$ cat src/rtl/data_bus_mmio_pkg.sv
// Shared SoC definitions for the data-side bus stage: MMIO window base,
// register offsets, STATUS bit positions and UART transmitter state encodings.
package data_bus_mmio_pkg;

    localparam logic [15:0] MMIO_BASE_DEF    = 16'hFFFF;
    localparam logic [15:0] BAUD_DIV_RST_DEF = 16'd434;

    localparam logic [15:0] OFF_TXDATA = 16'h0000;
    localparam logic [15:0] OFF_STATUS = 16'h0004;
    localparam logic [15:0] OFF_CYCLES = 16'h0008;
    localparam logic [15:0] OFF_BAUD   = 16'h000C;

    localparam int STAT_EMPTY   = 0;
    localparam int STAT_FULL    = 1;
    localparam int STAT_BUSY    = 2;
    localparam int STAT_OVF     = 3;
    localparam int STAT_CNT_LSB = 4;

    typedef enum logic [1:0] {
        TX_IDLE  = 2'd0,
        TX_START = 2'd1,
        TX_DATA  = 2'd2,
        TX_STOP  = 2'd3
    } tx_state_e;

    // A programmed divider of zero behaves as one cycle per bit.
    function automatic logic [15:0] eff_div(input logic [15:0] div);
        return (div == 16'd0) ? 16'd1 : div;
    endfunction

endpackage

$ cat src/rtl/data_bus_mmio_uart_tx.sv
// 8N1 UART transmitter: takes one byte per valid/ready handshake in IDLE and
// holds each of start, 8 data bits (LSB first) and stop for div cycles.
module data_bus_mmio_uart_tx
    import data_bus_mmio_pkg::*;
(
    input  logic        clk,
    input  logic        rst,
    input  logic        valid_i,
    input  logic [7:0]  byte_i,
    input  logic [15:0] div_i,
    output logic        ready_o,
    output logic        busy_o,
    output logic        txd_o
);

    tx_state_e   state_q;
    logic [15:0] cnt_q;
    logic [15:0] div_q;
    logic [2:0]  bit_q;
    logic [7:0]  shift_q;
    logic        txd_q;

    assign ready_o = (state_q == TX_IDLE);
    assign busy_o  = (state_q != TX_IDLE);
    assign txd_o   = txd_q;

    // Frame sequencer; divider is captured at pop so mid-frame writes wait a frame.
    always_ff @(posedge clk) begin
        if (rst) begin
            state_q <= TX_IDLE;
            cnt_q   <= 16'd0;
            div_q   <= 16'd1;
            bit_q   <= 3'd0;
            shift_q <= 8'd0;
            txd_q   <= 1'b1;
        end else begin
            case (state_q)
                TX_IDLE: begin
                    if (valid_i) begin
                        shift_q <= byte_i;
                        div_q   <= div_i;
                        cnt_q   <= div_i - 16'd1;
                        txd_q   <= 1'b0;
                        state_q <= TX_START;
                    end
                end
                TX_START: begin
                    if (cnt_q == 16'd0) begin
                        cnt_q   <= div_q - 16'd1;
                        bit_q   <= 3'd0;
                        txd_q   <= shift_q[0];
                        state_q <= TX_DATA;
                    end else begin
                        cnt_q <= cnt_q - 16'd1;
                    end
                end
                TX_DATA: begin
                    if (cnt_q == 16'd0) begin
                        cnt_q <= div_q - 16'd1;
                        if (bit_q == 3'd7) begin
                            txd_q   <= 1'b1;
                            state_q <= TX_STOP;
                        end else begin
                            bit_q   <= bit_q + 3'd1;
                            shift_q <= shift_q >> 1;
                            txd_q   <= shift_q[1];
                        end
                    end else begin
                        cnt_q <= cnt_q - 16'd1;
                    end
                end
                TX_STOP: begin
                    if (cnt_q == 16'd0) begin
                        state_q <= TX_IDLE;
                    end else begin
                        cnt_q <= cnt_q - 16'd1;
                    end
                end
                default: begin
                    state_q <= TX_IDLE;
                    txd_q   <= 1'b1;
                end
            endcase
        end
    end

endmodule

$ cat src/rtl/data_bus_mmio.sv
// Data-side bus stage: routes CPU data accesses to RAM or to the MMIO window
// holding the UART TX FIFO, the free-running cycle counter and the baud divider.
module data_bus_mmio
    import data_bus_mmio_pkg::*;
#(
    parameter logic [15:0] MMIO_BASE    = MMIO_BASE_DEF,
    parameter int          FIFO_DEPTH   = 4,
    parameter logic [15:0] BAUD_DIV_RST = BAUD_DIV_RST_DEF
) (
    input  logic        clk,
    input  logic        rst,
    input  logic        memCe,
    input  logic        memWr,
    input  logic [31:0] memAddr,
    input  logic [31:0] wtData,
    output logic [31:0] rdData,
    output logic        ramCe,
    output logic        ramWe,
    output logic [31:0] ramAddr,
    output logic [31:0] ramWtData,
    input  logic [31:0] ramRdData,
    output logic        txd
);

    localparam int PTR_W = $clog2(FIFO_DEPTH);
    localparam int CNT_W = PTR_W + 1;

    logic             mmio_sel_s, mmio_wr_s;
    logic [15:0]      offset_s;
    logic             wr_txdata_s, wr_status_s, wr_baud_s;
    logic             fifo_empty_s, fifo_full_s, push_ok_s, pop_s;
    logic             tx_ready_s, tx_busy_s;
    logic [31:0]      status_s, reg_rd_s;

    logic [7:0]       fifo_mem_q [FIFO_DEPTH];
    logic [PTR_W-1:0] wr_ptr_q, rd_ptr_q;
    logic [CNT_W-1:0] count_q, count_d;
    logic             overflow_q, overflow_d;
    logic [31:0]      cycles_q;
    logic [15:0]      baud_q;

    assign offset_s     = memAddr[15:0];
    assign mmio_sel_s   = memCe & (memAddr[31:16] == MMIO_BASE);
    assign mmio_wr_s    = mmio_sel_s & memWr;
    assign ramCe        = memCe & ~mmio_sel_s;
    assign ramWe        = ramCe & memWr;
    assign ramAddr      = memAddr;
    assign ramWtData    = wtData;

    assign wr_txdata_s  = mmio_wr_s & (offset_s == OFF_TXDATA);
    assign wr_status_s  = mmio_wr_s & (offset_s == OFF_STATUS);
    assign wr_baud_s    = mmio_wr_s & (offset_s == OFF_BAUD);

    assign fifo_empty_s = (count_q == CNT_W'(0));
    assign fifo_full_s  = (count_q == CNT_W'(FIFO_DEPTH));
    assign push_ok_s    = wr_txdata_s & ~fifo_full_s;
    assign pop_s        = ~fifo_empty_s & tx_ready_s;

    // FIFO occupancy and sticky overflow next-state.
    always_comb begin
        count_d    = count_q;
        overflow_d = overflow_q;
        case ({push_ok_s, pop_s})
            2'b10:   count_d = count_q + CNT_W'(1);
            2'b01:   count_d = count_q - CNT_W'(1);
            default: count_d = count_q;
        endcase
        if (wr_txdata_s && fifo_full_s) begin
            overflow_d = 1'b1;
        end else if (wr_status_s) begin
            overflow_d = 1'b0;
        end else begin
            overflow_d = overflow_q;
        end
    end

    // Register read mux and final CPU read data select.
    always_comb begin
        status_s               = 32'd0;
        status_s[STAT_EMPTY]   = fifo_empty_s;
        status_s[STAT_FULL]    = fifo_full_s;
        status_s[STAT_BUSY]    = tx_busy_s;
        status_s[STAT_OVF]     = overflow_q;
        status_s[STAT_CNT_LSB +: 4] = 4'(count_q);
        case (offset_s)
            OFF_STATUS: reg_rd_s = status_s;
            OFF_CYCLES: reg_rd_s = cycles_q;
            OFF_BAUD:   reg_rd_s = {16'd0, baud_q};
            default:    reg_rd_s = 32'd0;
        endcase
        if (mmio_sel_s) begin
            rdData = reg_rd_s;
        end else if (ramCe) begin
            rdData = ramRdData;
        end else begin
            rdData = 32'd0;
        end
    end

    // FIFO storage; stale entries are harmless because pointers reset.
    always_ff @(posedge clk) begin
        if (push_ok_s && !rst) begin
            fifo_mem_q[wr_ptr_q] <= wtData[7:0];
        end
    end

    // Pointers, occupancy, overflow, cycle counter and baud divider.
    always_ff @(posedge clk) begin
        if (rst) begin
            wr_ptr_q   <= '0;
            rd_ptr_q   <= '0;
            count_q    <= '0;
            overflow_q <= 1'b0;
            cycles_q   <= 32'd0;
            baud_q     <= BAUD_DIV_RST;
        end else begin
            if (push_ok_s) begin
                wr_ptr_q <= wr_ptr_q + PTR_W'(1);
            end
            if (pop_s) begin
                rd_ptr_q <= rd_ptr_q + PTR_W'(1);
            end
            count_q    <= count_d;
            overflow_q <= overflow_d;
            cycles_q   <= cycles_q + 32'd1;
            if (wr_baud_s) begin
                baud_q <= wtData[15:0];
            end
        end
    end

    data_bus_mmio_uart_tx u_uart_tx (
        .clk     (clk),
        .rst     (rst),
        .valid_i (~fifo_empty_s),
        .byte_i  (fifo_mem_q[rd_ptr_q]),
        .div_i   (eff_div(baud_q)),
        .ready_o (tx_ready_s),
        .busy_o  (tx_busy_s),
        .txd_o   (txd)
    );

endmodule

$ cat config.mk
export PLATFORM = sky130hd
export DESIGN_NAME = data_bus_mmio
export DESIGN_NICKNAME = d
export VERILOG_FILES = /design/src/rtl/data_bus_mmio_pkg.sv /design/src/rtl/data_bus_mmio_uart_tx.sv /design/src/rtl/data_bus_mmio.sv
export SDC_FILE = /design/constraint.sdc
export NUM_CORES = 1
export LEC_CHECK = 0
export CORE_MARGIN = 4
export CORE_UTILIZATION = 40
export CTS_CLUSTER_SIZE = 20
export DETAILED_ROUTE_END_ITERATION = 10
export HOLD_SLACK_MARGIN = 0.06
export PLACE_DENSITY = 0.68
export SLEW_MARGIN = 10
export SYNTH_ARGS = -nofsm -noshare
export SYNTH_HDL_FRONTEND = slang
export SYNTH_SLANG_ARGS = --single-unit
$ cat constraint.sdc
create_clock -name clk -period 4.9 [get_ports clk]
set_input_delay 1.225 -clock clk [delete_from_list [all_inputs] [get_ports clk]]
set_output_delay 1.225 -clock clk [all_outputs]
set_load 0.005 [all_outputs]
Word-level counts from Yosys, hierarchy flattened
Memory sizes are Yosys's and may differ from the RTL's. A register that Yosys moved wholly into a read port is not among the register bits.
Cells that the tools add are included.
Storage, ports and cells
  register bits after elaboration: 102
  RAM bits: 32
  input port bits: 100
  logic and storage cells: 107
  memories: 1
Cells by class
  $add $sub $neg: 9
  eq/ne operators: 18
  muxes and demuxes: 34
  bitwise operators: 12
  reduce and logical (&&, ||, !) cells: 21
Memories
  fifo_mem_q: depth 4, width 8, read ports 1, clocked after Yosys merged registers in 1, write ports 1, RTL line data_bus_mmio.sv:35  | logic [7:0] fifo_mem_q [FIFO_DEPTH];
Operator list (number)
  one-hot mux 32 bit (3 select lines): 1
  two-way mux 16 bit: 4
  two-way mux 32 bit: 2
  zero test 16 bit: 3
  one-hot mux 16 bit (3 select lines): 1
  subtractor 16 x 1 -> 16 bit (second input constant): 3
  adder 32 x 1 -> 32 bit (second input constant): 1
  equality test 16 x 4 -> 1 bit (second input constant): 2
  two-way mux 8 bit: 3
  equality test 16 bit (second input constant): 1
  equality test 16 x 3 -> 1 bit (second input constant): 1
  one-hot mux 8 bit (2 select lines): 1
  two-way mux 2 bit: 7
  one-hot mux 3 bit (2 select lines): 2
  AND reduction 4 bit: 3
  nonzero test 2 bit: 5
  AND 1 bit: 9
  two-way mux 3 bit: 3
  two-way mux 1 bit: 8
  != test 2 x 1 -> 1 bit (second input constant): 4
  one-hot mux 2 bit (4 select lines): 1
  adder 3 x 1 -> 3 bit (second input constant): 2
  equality test 2 bit (second input constant): 3
  equality test 3 bit (second input constant): 2
  other kinds (14): 22

Longest topological paths before layout
Gate-level depths: netlist (run 1).
  word-level depth: 8
  mapped depth: 12
  gate-level depth less buffers: 11

Cells and area by module
Synthesis (run 1) repeated with hierarchy kept, for this count alone.
Unflattened totals
  cell total of the unflattened synthesis: 923
  area, all modules: 8232.9 um2
Modules (own cells, without submodules)
  data_bus_mmio: times used 1, cells each 523, area each 5067.4 um2, seq. area each 2122.0 um2
  data_bus_mmio_uart_tx: times used 1, cells each 400, area each 3165.5 um2, seq. area each 920.9 um2

Worst setup path after synthesis (run 1)
OpenSTA, ideal clock, no wires.
  path type: input-to-output
  from: input port memAddr[1]
  to: output port rdData[21]
  arrival: 2.892 ns
  required time: 3.675 ns
  setup slack: 0.783 ns
  stages on the path: 8
  cell sequence: nor4_1 nand4_1 nor2b_1 clkbuf_1 and2_1 clkbuf_1 clkbuf_1 a22o_1
Between the ends
  longest elaborated chain between the ends: 3
Ends and longest elaborated chain
  start, declared: RTL line data_bus_mmio.sv:14  | input logic [31:0] memAddr,
  equality test 16 x 4 -> 1 bit / equality test 16 x 3 -> 1 bit (equally long branches): RTL line data_bus_mmio.sv:85  | case (offset_s)
  one-hot mux 32 bit (3 select lines) *: RTL line data_bus_mmio.sv:85
  two-way mux 32 bit *: RTL line data_bus_mmio.sv:91  | if (mmio_sel_s) begin
  end, declared: RTL line data_bus_mmio.sv:16  | output logic [31:0] rdData,
Mark *: on every way between the ends. The rest lies on a longest branch, timed or not.

Final worst setup path (run 1)
  from: input port memAddr[22]
  to: output port rdData[27]
Between the ends
  longest elaborated chain between the ends: 6
Ends and longest elaborated chain
  equality test 16 bit *: RTL line data_bus_mmio.sv:43  | assign mmio_sel_s = memCe & (memAddr[31:16] == MMIO_BASE);
  AND 1 bit *: RTL line data_bus_mmio.sv:43
  inverter 1 bit: RTL line data_bus_mmio.sv:45  | assign ramCe = memCe & ~mmio_sel_s;
  AND 1 bit: RTL line data_bus_mmio.sv:45
  two-way mux 32 bit: RTL line data_bus_mmio.sv:93  | end else if (ramCe) begin
  two-way mux 32 bit *: RTL line data_bus_mmio.sv:91
Marks and branches as above.

==> results of run 1 <==
[cell usage in the layout, fill, tap and decap left out, types with 4 or more instances in the layout]
cell type	instances
a22o_1	16
inv_1	19
and2_1	11
edfxtp_1	32
o21ai_1	4
mux2i_1	14
xnor2_1	28
nor2_1	82
and4_1	4
or3_1	13
dlymetal6s2s_1	12
clkbuf_16	18
nand2_1	114
nor3b_1	5
dfxtp_1	104
ha_1	15
buf_4	28
clkdlybuf4s50_1	153
a22oi_1	16
nor3_1	15
mux4_2	8
xor2_1	33
a311oi_1	5
nand3_1	16
mux2_2	4
inv_6	5
o211ai_1	4
nor4_1	12
a211oi_1	11
nand4_1	18
nor2b_1	6
o21ai_0	37
a21oi_1	59
and3_1	7
or4_1	8
[final cells by class]
| class | count | share of cell area, % |
|---|---|---|
| multi-input combinational | 622 | 40.2 |
| sequential | 136 | 30.7 |
| clock inverter | 13 | 1.07 |
| clock buffer | 19 | 4.68 |
| tap | 260 | 3.28 |
| timing repair buffer | 196 | 19.4 |
| inverter | 19 | 0.719 |
[cell families after synthesis]
kind of cell,Yosys count
flip-flops,136
AO/OA/AOI/OAI,184
adder cells (fa/ha/maj),16
XOR/XNOR,61
multiplexers,26
buffers and inverters,137
AND/OR/NAND/NOR,335
[metrics by stage]
step	hold slack [ps]	utilization, %
final	467	52.5
after detailed placement	459	48.9
after floorplan	430	-
after global routing	492	52.5
after global placement	444	48.9
after CTS	472	52.2
[per-layer routing]
layer  global-route usage [%]  vias up
met5                        0        -
met4                     7.64        0
met3                     4.97       28
met2                     31.7      241
met1                     23.7     3199
li1                         -     3330
[flip-flops by register name, summed over array words and instances, names as in the netlist, named ones only]
register	flops
u_uart_tx.shift_q	8
rd_ptr_q	2
u_uart_tx.bit_q	3
wr_ptr_q	2
u_uart_tx.state_q	2
baud_q	16
u_uart_tx.cnt_q	16
u_uart_tx.div_q	16
fifo_mem_q	32
overflow_q	1
cycles_q	32
count_q	3
u_uart_tx.txd_o	1
[power groups by stage]
stage	sequential (uW)	combinational (uW)	clock, uW
2_1_floorplan	1310	989	0
3_3_place_gp	1330	1350	0
3_5_place_dp	1330	1340	0
4_1_cts	1310	1350	1240
5_1_grt	1330	1500	1290
6_report	1310	1360	1220
[critical path, stage by stage]
cell and delay [ps]:
clkdlybuf4s50_1 470, nand4_1 170, nor4_4 390, buf_4 180, and2_1 170, and2_4 170, buf_12 130, a22o_1 140
clkdlybuf4s50_1 500
[how the worst min path moves through the flow]
stage	start	to	slack (ps)	cells after the start
final	u_uart_tx.bit_q[2]	u_uart_tx.bit_q[2]	470	2
after global routing	u_uart_tx.bit_q[2]	u_uart_tx.bit_q[2]	490	2
after CTS	u_uart_tx.bit_q[2]	u_uart_tx.bit_q[2]	470	2
after detailed placement	cycles_q[0]	cycles_q[0]	460	1
after global placement	u_uart_tx.bit_q[2]	u_uart_tx.bit_q[2]	440	2
after floorplan	cycles_q[0]	cycles_q[0]	430	1
[timing repair]
item                       CTS  global route
resized for setup            6            21
setup endpoints to repair   34            23
setup buffers                3             0
gates cloned                 0             1
pin swaps                    2             2
==> results.json, run 1 <==
{
  "hp-class": "register to register",
  "fin_nets": 1108,
  "wl_met2_um": 10200,
  "cts_htree_levels": 4,
  "regArea_um2": 3040,
  "dpl.cell_count": 1229,
  "yosys_warnings": 0,
  "p_sw_share_pct": 35.9,
  "drc": 0,
  "met1_length_um": 9110,
  "synth.area.mux_share_pct": 4.72,
  "p_int_uw": 2490,
  "grt_pass1_vias": 6433,
  "start_util_pct": 40.9,
  "critPathLaunch": "memAddr[22]",
  "grt_max_degree": 95,
  "maxCapViolations": 0,
  "vdd_drop_max_mv": 0.267,
  "slew_headroom_pct": 32.6,
  "syn-cell-area_um2": 7740,
  "synth_top_area_share_pct": 26.9,
  "post_drt_wl_per_cell_um": 16.7,
  "synth-simple-area-share_pct": 21.3,
  "cts_hold_buf": 0,
  "worst_pin_slew_ps": 1010,
  "multiInputGateArea_um2": 3990,
  "antenna_cells": 0,
  "fillCellCount": 1752,
  "tns_ps": 0,
  "p_comb_share_pct": 34.9,
  "post_layout_nonfiller_instances": 1265,
  "syn_area_per_cell_um2": 8.64,
  "io_buffer_count": 166,
  "synth_commonest_cells": "nand2_1, dfxtp_1, nor2_1",
  "power_leakage_uw": 0.00371,
  "cp-start-kind": "input pin",
  "dieArea_um2": 21600,
  "synth_edf_count": 32,
  "p_per_area_nw_per_um2": 391,
  "rr_worst_depth": 9,
  "async_flop_share_pct": 0,
  "ys_ff_latch": 136,
  "synth-seq-area-share_pct": 39.3,
  "crit_path_end_kind": "output port",
  "coreArea_um2": 18900,
  "critPathArrivalTime_ps": 3560,
  "cts_buffer_depth": 2,
  "p_sw_uw": 1390,
  "fin_crit_sh_pct": 97.6,
  "clk_latency_ps": 430,
  "drive_above_1_share_pct": 9.15,
  "reg2reg_from": "u_uart_tx.state_q[0]",
  "synth_nets": 1011,
  "synthTopCellsByArea": "dfxtp_1, edfxtp_1, buf_4, nand2_1, nor2_1",
  "ant_nets": 0,
  "drt-vias-per-instance": 5.37,
  "fmax_mhz": 209,
  "synth_compound_area_share_pct": 15.3,
  "regToRegSetupSlack_ps": 1440,
  "skew_ps": 7.38,
  "clockRootBuffer": "clkbuf_16",
  "synth.most_common_cell": "nand2_1",
  "wl_um": 21100,
  "ys_dominant_reg_cell": "dfxtp_1",
  "synth_top_family_by_area": "simple AND/OR/NAND/NOR gates",
  "reg2reg_to": "u_uart_tx.cnt_q[13]",
  "timing.final.ws_setup_ps": 118,
  "top_layer": "met4",
  "io_pins": 199,
  "fp.dieH_um": 147,
  "dp_slack_ps": -516,
  "slew_violations": 0,
  "grt_pass1_wl_um": 33100,
  "yosysTopAreaCell": "dfxtp_1",
  "wl_met3_um": 1330,
  "ys_types": 65,
  "design_area_um2": 9930,
  "hold_viol": 0,
  "synth-xor-area-share_pct": 6.91,
  "status": "completed",
  "finalPower_uw": 3880,
  "cp.required_ps": 3670,
  "netlist_instances": 895,
  "crit_end": "rdData[27]",
  "numClockSinks": 136,
  "place_hpwl_um": 15600,
  "overflow": 0,
  "crit_fanout": 16,
  "path_class": "input pin to output port",
  "setup_violations": 0,
  "rsz0062_at_grt": "false",
  "drtIter0Drc": 533,
  "routabilityCongestion": 0.844,
  "firstDrtPassIters": 6,
  "p_clk_share_pct": 31.3,
  "vias": 6798,
  "placed_area_um2": 9240,
  "clkTransAtPathRegs_ps": 60,
  "rows": 50,
  "grtUsageTotal_pct": 19.1,
  "fp.dieW_um": 147,
  "period_minus_slack_ps": 4780,
  "tritoncts": "yes",
  "synth_fa_ha_area_share_pct": 2.68,
  "numCtsBuffers": 17,
  "power_frac_seq_pct": 33.7,
  "antenna_found_initial": 0,
  "syn_to_final_growth_pct": 28.3
}
(Power assumes the default switching activity.)
==> run 2, diff against run 1 <==
==> constraint.sdc (replaced) <==
create_clock -name clk -period 5.8 [get_ports clk]
set_input_delay 1.16 -clock clk [delete_from_list [all_inputs] [get_ports clk]]
set_output_delay 1.16 -clock clk [all_outputs]
set_load 0.005 [all_outputs]
==> run 2 against run 1 <==
  * Global-route usage rose by 0.24 points
  * Largest power group unchanged
  * Die area unchanged
  * Design area shrank 2.0%
  * Clock skew about the same
  * Sequential share of layout area grew 0.61 points
  * Wire length is 0.34% higher
  * Highest routed layer unchanged
  * Via count fell by 2.8%
  * Critical path depth did not move
  * Sequential power shrank 15%
  * First-iteration DRC count shrank 10%
  * Critical endpoint is now rdData[4]
  * Power decreased by 13%
==> results.json, run 2 (synthesis results as in run 1) <==
{
  "antenna_found_initial": 0,
  "timing.final.ws_setup_ps": 849,
  "dp_slack_ps": 803,
  "fmax_mhz": 202,
  "grt_pass1_vias": 6451,
  "status": "completed",
  "fin_nets": 1091,
  "rows": 50,
  "vias": 6606,
  "critPathLaunch": "memAddr[31]",
  "tritoncts": "yes",
  "multiInputGateArea_um2": 3940,
  "rsz0062_at_grt": "false",
  "io_pins": 199,
  "drive_above_1_share_pct": 6.78,
  "cp.required_ps": 4640,
  "rr_worst_depth": 10,
  "crit_chain": "clkdlybuf4s50_1, nand4_1, nor4_1, nand2_1, nor2_1, o21ai_0, o21ai_0, buf_4, clkdlybuf4s50_1",
  "reg2reg_to": "count_q[2]",
  "period_minus_slack_ps": 4950,
  "clk_latency_ps": 430,
  "cts_buffer_depth": 2,
  "power_leakage_uw": 0.00344,
  "start_util_pct": 40.9,
  "clkTransAtPathRegs_ps": 60,
  "worst_pin_slew_ps": 921,
  "cts_hold_buf": 0,
  "path_class": "input pin to output port",
  "regToRegSetupSlack_ps": 2430,
  "reg_top3": "cycles_q (32), fifo_mem_q (32)",
  "fin_crit_sh_pct": 85.4,
  "crit_fanout": 3,
  "crit_end": "rdData[4]",
  "mostFrequentLayoutCells": "clkdlybuf4s50_1, nand2_1, dfxtp_1, nor2_1, a21oi_1",
  "place_hpwl_um": 15700,
  "slew_headroom_pct": 38.6,
  "numClockSinks": 136,
  "coreArea_um2": 18900,
  "crit_path_end_kind": "output port",
  "hold_viol": 0,
  "grt_pass1_wl_um": 33400,
  "drtIter0Drc": 478,
  "drc": 0,
  "vdd_drop_max_mv": 0.221,
  "firstDrtPassIters": 7,
  "grtUsageTotal_pct": 19.3,
  "grt_max_degree": 45,
  "cts_htree_levels": 4,
  "numCtsBuffers": 17,
  "final_common_cell": "clkdlybuf4s50_1",
  "skew_ps": 7.26,
  "crit_slowest_cell": "nor4_1",
  "postCtsSetupBuffers": 0,
  "syn_to_final_growth_pct": 25.8,
  "ant_nets": 0,
  "cp-start-kind": "input pin",
  "setup_violations": 0,
  "drt-vias-per-instance": 5.29,
  "wl_um": 21200,
  "routabilityCongestion": 0.818,
  "tns_ps": 0,
  "post_drt_wl_per_cell_um": 17.0,
  "fillCellCount": 1796,
  "io_buffer_count": 166,
  "regArea_um2": 3040,
  "maxCapViolations": 0,
  "cp_slowest_stage_delay_ps": 570,
  "fp.dieH_um": 147,
  "clockRootBuffer": "clkbuf_16",
  "post_cts_resized": 0,
  "p_per_area_nw_per_um2": 345,
  "hp-class": "register to register",
  "overflow": 0,
  "dieArea_um2": 21600,
  "critPathArrivalTime_ps": 3790,
  "slew_violations": 0,
  "fp.dieW_um": 147,
  "reg2reg_from": "u_uart_tx.state_q[0]",
  "antenna_cells": 0
}
[run 2: worst min path at each step]
| stage | startpoint | end | cells after the start |
|---|---|---|---|
| 2_1_floorplan | cycles_q[0] | cycles_q[0] | 1 |
| 3_3_place_gp | cycles_q[0] | cycles_q[0] | 1 |
| 3_5_place_dp | cycles_q[0] | cycles_q[0] | 1 |
| 4_1_cts | cycles_q[0] | cycles_q[0] | 1 |
| 5_1_grt | u_uart_tx.bit_q[1] | u_uart_tx.bit_q[1] | 2 |
| 6_report | cycles_q[0] | cycles_q[0] | 1 |
[run 2: cell type report]
class	instances	area share, %
Clock buffer	17	4.37
Clock inverter	15	1.80
Inverter	19	0.733
Sequential cell	136	31.3
Tap cell	260	3.34
Multi-Input combinational cell	622	40.5
Timing Repair Buffer	179	18.0
[run 2: worst max-delay path: cells and delay by family]
family | cells | cell delay, ps
AOI/OAI and AO/OA | 2 | 440
and+or+nand+nor | 4 | 990
buffers and inverters | 3 | 1200
[run 2: power by group]
part	total [uW]	switching [uW]	internal (uW)
sequential	1110	72.1	1040
clock	1100	428	676
combinational	1150	676	471
[run 2: routing by layer]
metal | global-route usage (%) | part of all wire (%) | vias to the layer above
li1 | - | - | 3305
met1 | 24.2 | 43 | 3031
met2 | 32.2 | 48 | 235
met3 | 4.50 | 6.6 | 35
met4 | 7.83 | 2.4 | 0
met5 | 0 | 0 | -
[run 2: stage by stage]
step                std cells  hold WS [ps]  utilization, %  instance area (um^2)  power (uW)
floorplan                 895           430               -                  7740        1940
global placement         1216           442            48.3                  9130        2260
detailed placement       1216           449            48.3                  9130        2260
CTS                      1248           464            51.5                  9730        3370
global route             1248           493            51.5                  9730        3530
finish                   1248           460            51.5                  9730        3360
==> variant 1 (config.mk and constraints of run 1) <==
The parameter `FIFO_DEPTH` goes from 4 to 16.
--- a/src/rtl/data_bus_mmio.sv
+++ b/src/rtl/data_bus_mmio.sv
@@ -5,5 +5,5 @@
 #(
     parameter logic [15:0] MMIO_BASE    = MMIO_BASE_DEF,
-    parameter int          FIFO_DEPTH   = 4,
+    parameter int          FIFO_DEPTH   = 16,
     parameter logic [15:0] BAUD_DIV_RST = BAUD_DIV_RST_DEF
 ) (
Check against the original RTL: same outputs for any inputs over 4 cycles, from zero or initial values and one cycle with rst high; that may be too few to reach the edited logic, so the function may still have changed.
==> variant 1 against run 1 <==
Cell count up 29%; sequential power rose by 72%; area after synthesis rose by 54%; power grew 55%; cell area is 47% higher; fmax is 0.89% higher; sequential cell count up 104; sequential share of layout area grew 11 points; setup slack improved by 0.042 ns; wire length increased by 42%; die area up 51%.
==> variant 1: results (changes against run 1) <==
Netlist cell types 63 (was 65); Post-Place Setup Slack -0.112 ns (was -0.516 ns); Largest regs fifo_mem_q x128, cycles_q x32 (was cycles_q x32, fifo_mem_q x32); predominant post-synthesis flop cell edfxtp_1 (was dfxtp_1); status complete, no violations (unchanged); Worst Skew 0.0116 ns (was 0.00738 ns); clock buffer count from CTS 26 (was 17); Max VDD drop 0.393 mV (was 0.267 mV); largest net degree at the start of global routing 87 (was 95); Post-synth EDFFs 128 (was 32); FILL cells 2547 (was 1752); top cells by count, synth nand2_1, edfxtp_1, dfxtp_1, nor2_1, buf_4 (was nand2_1, dfxtp_1, nor2_1, buf_4, a21oi_1); GP Congestion 0.854 (was 0.844); ranking of synthesized cells by area edfxtp_1, dfxtp_1, mux4_2 (was dfxtp_1, edfxtp_1, buf_4); post-DP HPWL 21300 um (was 15600 um); sequential share of the synthesized area 0.510 (was 0.393); Nets 1346 (was 1108); met3 WL 1910 um (was 1330 um); DRT met1 WL 13000 um (was 9110 um); first-pass GRT wire length 47600 um (was 33100 um); metal2 WL 14500 um (was 10200 um); Skew-Pair Late Insertion Delay 0.54 ns (was 0.43 ns); Post-Route WL 30100 um (was 21100 um); Longest Clk Path Bufs 3 (was 2); via count 8944 (was 6798); leakage power 5.09 nW (was 3.71 nW); Tot GR Track Use 0.177 (was 0.191); crit path DAT 3.51 ns (was 3.56 ns); share of cells above drive strength 1 0.126 (was 0.0915); DP Area 13700 sq um (was 9240 sq um); Max-slew headroom 0.259 (was 0.326); H-Tree Depth 1 (was 4)
[variant 1: changes by cell type in the layout (fill, tap and decap cells not counted), sizes merged, moves of 7 or more]
cell and delta:
edfxtp +96, buf +27, mux4 +25, nand2 +23, clkbuf +18, a211oi +15, inv -10, mux2i +9
a221o +8, dfxtp +8, nor2b +8, and2 -7
[variant 1: kinds of logic after synthesis]
group	share of synthesized area
AOI/OAI and AO/OA	0.110
buffers and inverters	0.0694
DFF	0.510
muxes	0.0910
adders and majority gates	0.0189
and+or+nand+nor	0.157
xor gates and xnor gates	0.0440
[variant 1: worst paths after layout]
path	startpoint	depth (start not counted)	endpoint	slack [ns]
worst max-delay path	memAddr[0]	9	rdData[26]	0.16
worst min-delay path	u_uart_tx.bit_q[1]$_SDFFE_PP0P_	2	u_uart_tx.bit_q[1]$_SDFFE_PP0P_	0.46
worst max register to register	count_q[0]$_SDFFE_PP0P_	13	count_q[4]$_SDFFE_PP0P_	1.28
worst min register to register	u_uart_tx.bit_q[1]$_SDFFE_PP0P_	2	u_uart_tx.bit_q[1]$_SDFFE_PP0P_	0.46
[variant 1: per-layer routing]
layer | vias up | global-route usage
li1 | 4260 | -
met3 | 43 | 0.0288
met1 | 4359 | 0.242
met4 | 0 | 0.0490
met2 | 282 | 0.292
met5 | - | 0
[variant 1: what timing repair did]
action,in CTS,in global routing
pin swaps,2,4
setup buffers,0,1
setup endpoints to repair,8,32
gates resized for setup,5,16
[variant 1: power by group]
| part | internal, mW | switching [mW] |
|---|---|---|
| Combinational | 0.826 | 1.12 |
| Clock | 1.05 | 0.791 |
| Sequential | 2.17 | 0.0718 |
[variant 1: through the flow]
step	cells	power (mW)	hold WS [ns]	util
3_5_place_dp	1583	4.21	0.455	0.472
2_1_floorplan	1111	3.79	0.436	-
3_3_place_gp	1583	4.19	0.443	0.472
5_1_grt	1632	6.33	0.482	0.502
4_1_cts	1631	6.06	0.463	0.501
6_report	1632	6.03	0.458	0.502
[variant 1: critical path, cell delays in order]
cell and delay (ns):
clkdlybuf4s50_1 0.46, nor4_2 0.28, and4_4 0.30, buf_4 0.12, nand4_1 0.12, nor2_1 0.11, buf_4 0.23, a22o_1 0.15
clkdlybuf4s50_1 0.52
[variant 1: final cells by class]
| cell class | instances | share of cell area |
|---|---|---|
| Timing Repair Buffer | 222 | 0.145 |
| Tap cell | 384 | 0.0329 |
| Sequential cell | 240 | 0.416 |
| Clock inverter | 11 | 0.00565 |
| Multi-Input combinational cell | 723 | 0.346 |
| Inverter | 15 | 0.00385 |
| Clock buffer | 37 | 0.0502 |
==> variant 2 (settings of run 1) <==
Without the edit above. Register the outputs `ramWe`, `ramAddr` and `ramWtData`, cleared by the reset; this adds one clock of latency there. The other outputs are not delayed to match.
--- a/src/rtl/data_bus_mmio.sv
+++ b/src/rtl/data_bus_mmio.sv
@@ -44,7 +44,15 @@
     assign mmio_wr_s    = mmio_sel_s & memWr;
     assign ramCe        = memCe & ~mmio_sel_s;
-    assign ramWe        = ramCe & memWr;
-    assign ramAddr      = memAddr;
-    assign ramWtData    = wtData;
+    always_ff @(posedge clk) begin
+        if (rst) begin
+            ramWe     <= '0;
+            ramAddr   <= '0;
+            ramWtData <= '0;
+        end else begin
+            ramWe     <= ramCe & memWr;
+            ramAddr   <= memAddr;
+            ramWtData <= wtData;
+        end
+    end
 
     assign wr_txdata_s  = mmio_wr_s & (offset_s == OFF_TXDATA);
Function: changed (Yosys sat finds a counterexample within 4 cycles, from zero or initial values and one cycle with rst high).
==> variant 2 against run 1 <==
Cell count up 14%; setup slack improved by 0.028 ns; cell area grew 22%; sequential cell count is 65 higher; wire length is 17% higher; power up 28%; sequential power up 40%; area after synthesis rose by 16%; sequential share of layout area grew 5.3 points; via count grew 14%; count of clock-buffer cells in the layout increased by 11; critical path type unchanged; largest power group is now registers.
==> variant 2: results (changes against run 1) <==
CP Max Fanout 16 (unchanged); DRT Pass-1 Iters 5 (was 6); design area 12100 sq um (was 9930 sq um); share of cells above drive strength 1 0.0711 (was 0.0915); Mapped Nets 1085 (was 1011); top cells by count, synth dfxtp_1, nand2_1, nor2_1, nor2b_1, a21oi_1 (was nand2_1, dfxtp_1, nor2_1, buf_4, a21oi_1); Root Buffer clkbuf_16 (unchanged); reg2reg setup slack 1.77 ns (was 1.44 ns); clock buffer count from CTS 22 (was 17); largest net degree at the start of global routing 69 (was 95); reg2reg path depth 10 (was 9); Nets 1268 (was 1108); via count 7716 (was 6798); total grt overflow 0 (unchanged); Initial DRC Count 512 (was 533); Post-synth ARST share 0 (unchanged); synthesized area per cell 9.30 sq um (was 8.64 sq um); status complete, no violations (unchanged); leakage power 4.30 nW (was 3.71 nW); vias in the first global route 7440 (was 6433); initial antenna violation count 0 (unchanged); RR Startpoint baud_q[8]$_SDFFE_PP1P_ (was u_uart_tx.state_q[0]$_SDFFE_PP0P_); H-Tree Depth 1 (was 4); WL/cell 17.1 um (was 16.7 um); Skew-Pair Late Insertion Delay 0.52 ns (was 0.43 ns); ranking of synthesized cells by area dfxtp_1, edfxtp_1, nand2_1 (was dfxtp_1, edfxtp_1, buf_4); Max-slew headroom 0.452 (was 0.326); post-DP HPWL 17700 um (was 15600 um); Worst Skew 0.0214 ns (was 0.00738 ns); Post-Place Setup Slack 0.0843 ns (was -0.516 ns); Max VDD drop 0.348 mV (was 0.267 mV); Port-buffer cells 198 (was 166); Tot GR Track Use 0.193 (was 0.191); Hold Path Cell Cnt 1 (was 2); Post-Route WL 24700 um (was 21100 um); period utilization 0.970 (was 0.976); predominant post-synthesis flop cell dfxtp_1 (unchanged); postcts setup bufs 0 (was 3); first-pass GRT wire length 39500 um (was 33100 um); FILL cells 1952 (was 1752); sequential share of the synthesized area 0.483 (was 0.393); Longest Clk Path Bufs 3 (was 2); # placed instances 1407 (was 1229); crit path from memAddr[21] (was memAddr[22]); DP Area 11300 sq um (was 9240 sq um); GP Congestion 0.838 (was 0.844); reg2reg end u_uart_tx.cnt_q[12]$_SDFFE_PP0P_ (was u_uart_tx.cnt_q[13]$_SDFFE_PP0P_); Netlist cell types 63 (was 65); crit path to rdData[24] (was rdData[27])
## variant 2: layer usage
| metal | track usage | up-vias | share of wire |
|---|---|---|---|
| met1 | 0.265 | 3660 | 0.43 |
| li1 | - | 3776 | - |
| met2 | 0.322 | 248 | 0.49 |
| met5 | 0 | - | 0 |
| met3 | 0.0364 | 32 | 0.066 |
| met4 | 0.0406 | 0 | 0.014 |
## variant 2: worst min path at each step
| stage | from | slack (ns) | end |
|---|---|---|---|
| floorplan | cycles_q[0]$_SDFF_PP0_ | 0.43 | cycles_q[0]$_SDFF_PP0_ |
| finish | cycles_q[0]$_SDFF_PP0_ | 0.47 | cycles_q[0]$_SDFF_PP0_ |
| detailed placement | cycles_q[0]$_SDFF_PP0_ | 0.45 | cycles_q[0]$_SDFF_PP0_ |
| global placement | cycles_q[0]$_SDFF_PP0_ | 0.45 | cycles_q[0]$_SDFF_PP0_ |
| CTS | cycles_q[0]$_SDFF_PP0_ | 0.47 | cycles_q[0]$_SDFF_PP0_ |
| global route | u_uart_tx.shift_q[7]$_SDFFE_PP0P_ | 0.51 | u_uart_tx.shift_q[7]$_SDFFE_PP0P_ |
## variant 2: worst max-delay path, delay by kind of cell
kind                   cells  cell delay [ns]
AND/OR/NAND/NOR            4             0.84
AO/OA/AOI/OAI              1             0.13
buffers and inverters      4             1.32
## variant 2: final cells by class
type                       count  area share
timing repair buffer         217       0.177
sequential                   201       0.360
tap                          280      0.0290
multi-input combinational    689       0.362
inverter                      20     0.00622
clock inverter                10      0.0135
clock buffer                  30      0.0522
## variant 2: logic make-up after synthesis
kind of cell / share of synthesized area
and+or+nand+nor: 0.219
AOI/OAI and AO/OA: 0.134
DFF: 0.483
muxes: 0.0439
buffers and inverters: 0.0336
xor gates and xnor gates: 0.0613
adders and majority gates: 0.0245
## variant 2: repair_timing
| action | 4_1_cts | 5_1_grt |
|---|---|---|
| setup endpoints to repair | 0 | 32 |
| gates resized for setup | 0 | 6 |
| endpoints found under the hold margin | 0 | 0 |
## variant 2: report_power, final
group          switching (mW)  total, mW  internal, mW
clock network           0.693       1.76          1.07
logic                   0.787       1.35         0.566
registers              0.0757       1.84          1.77
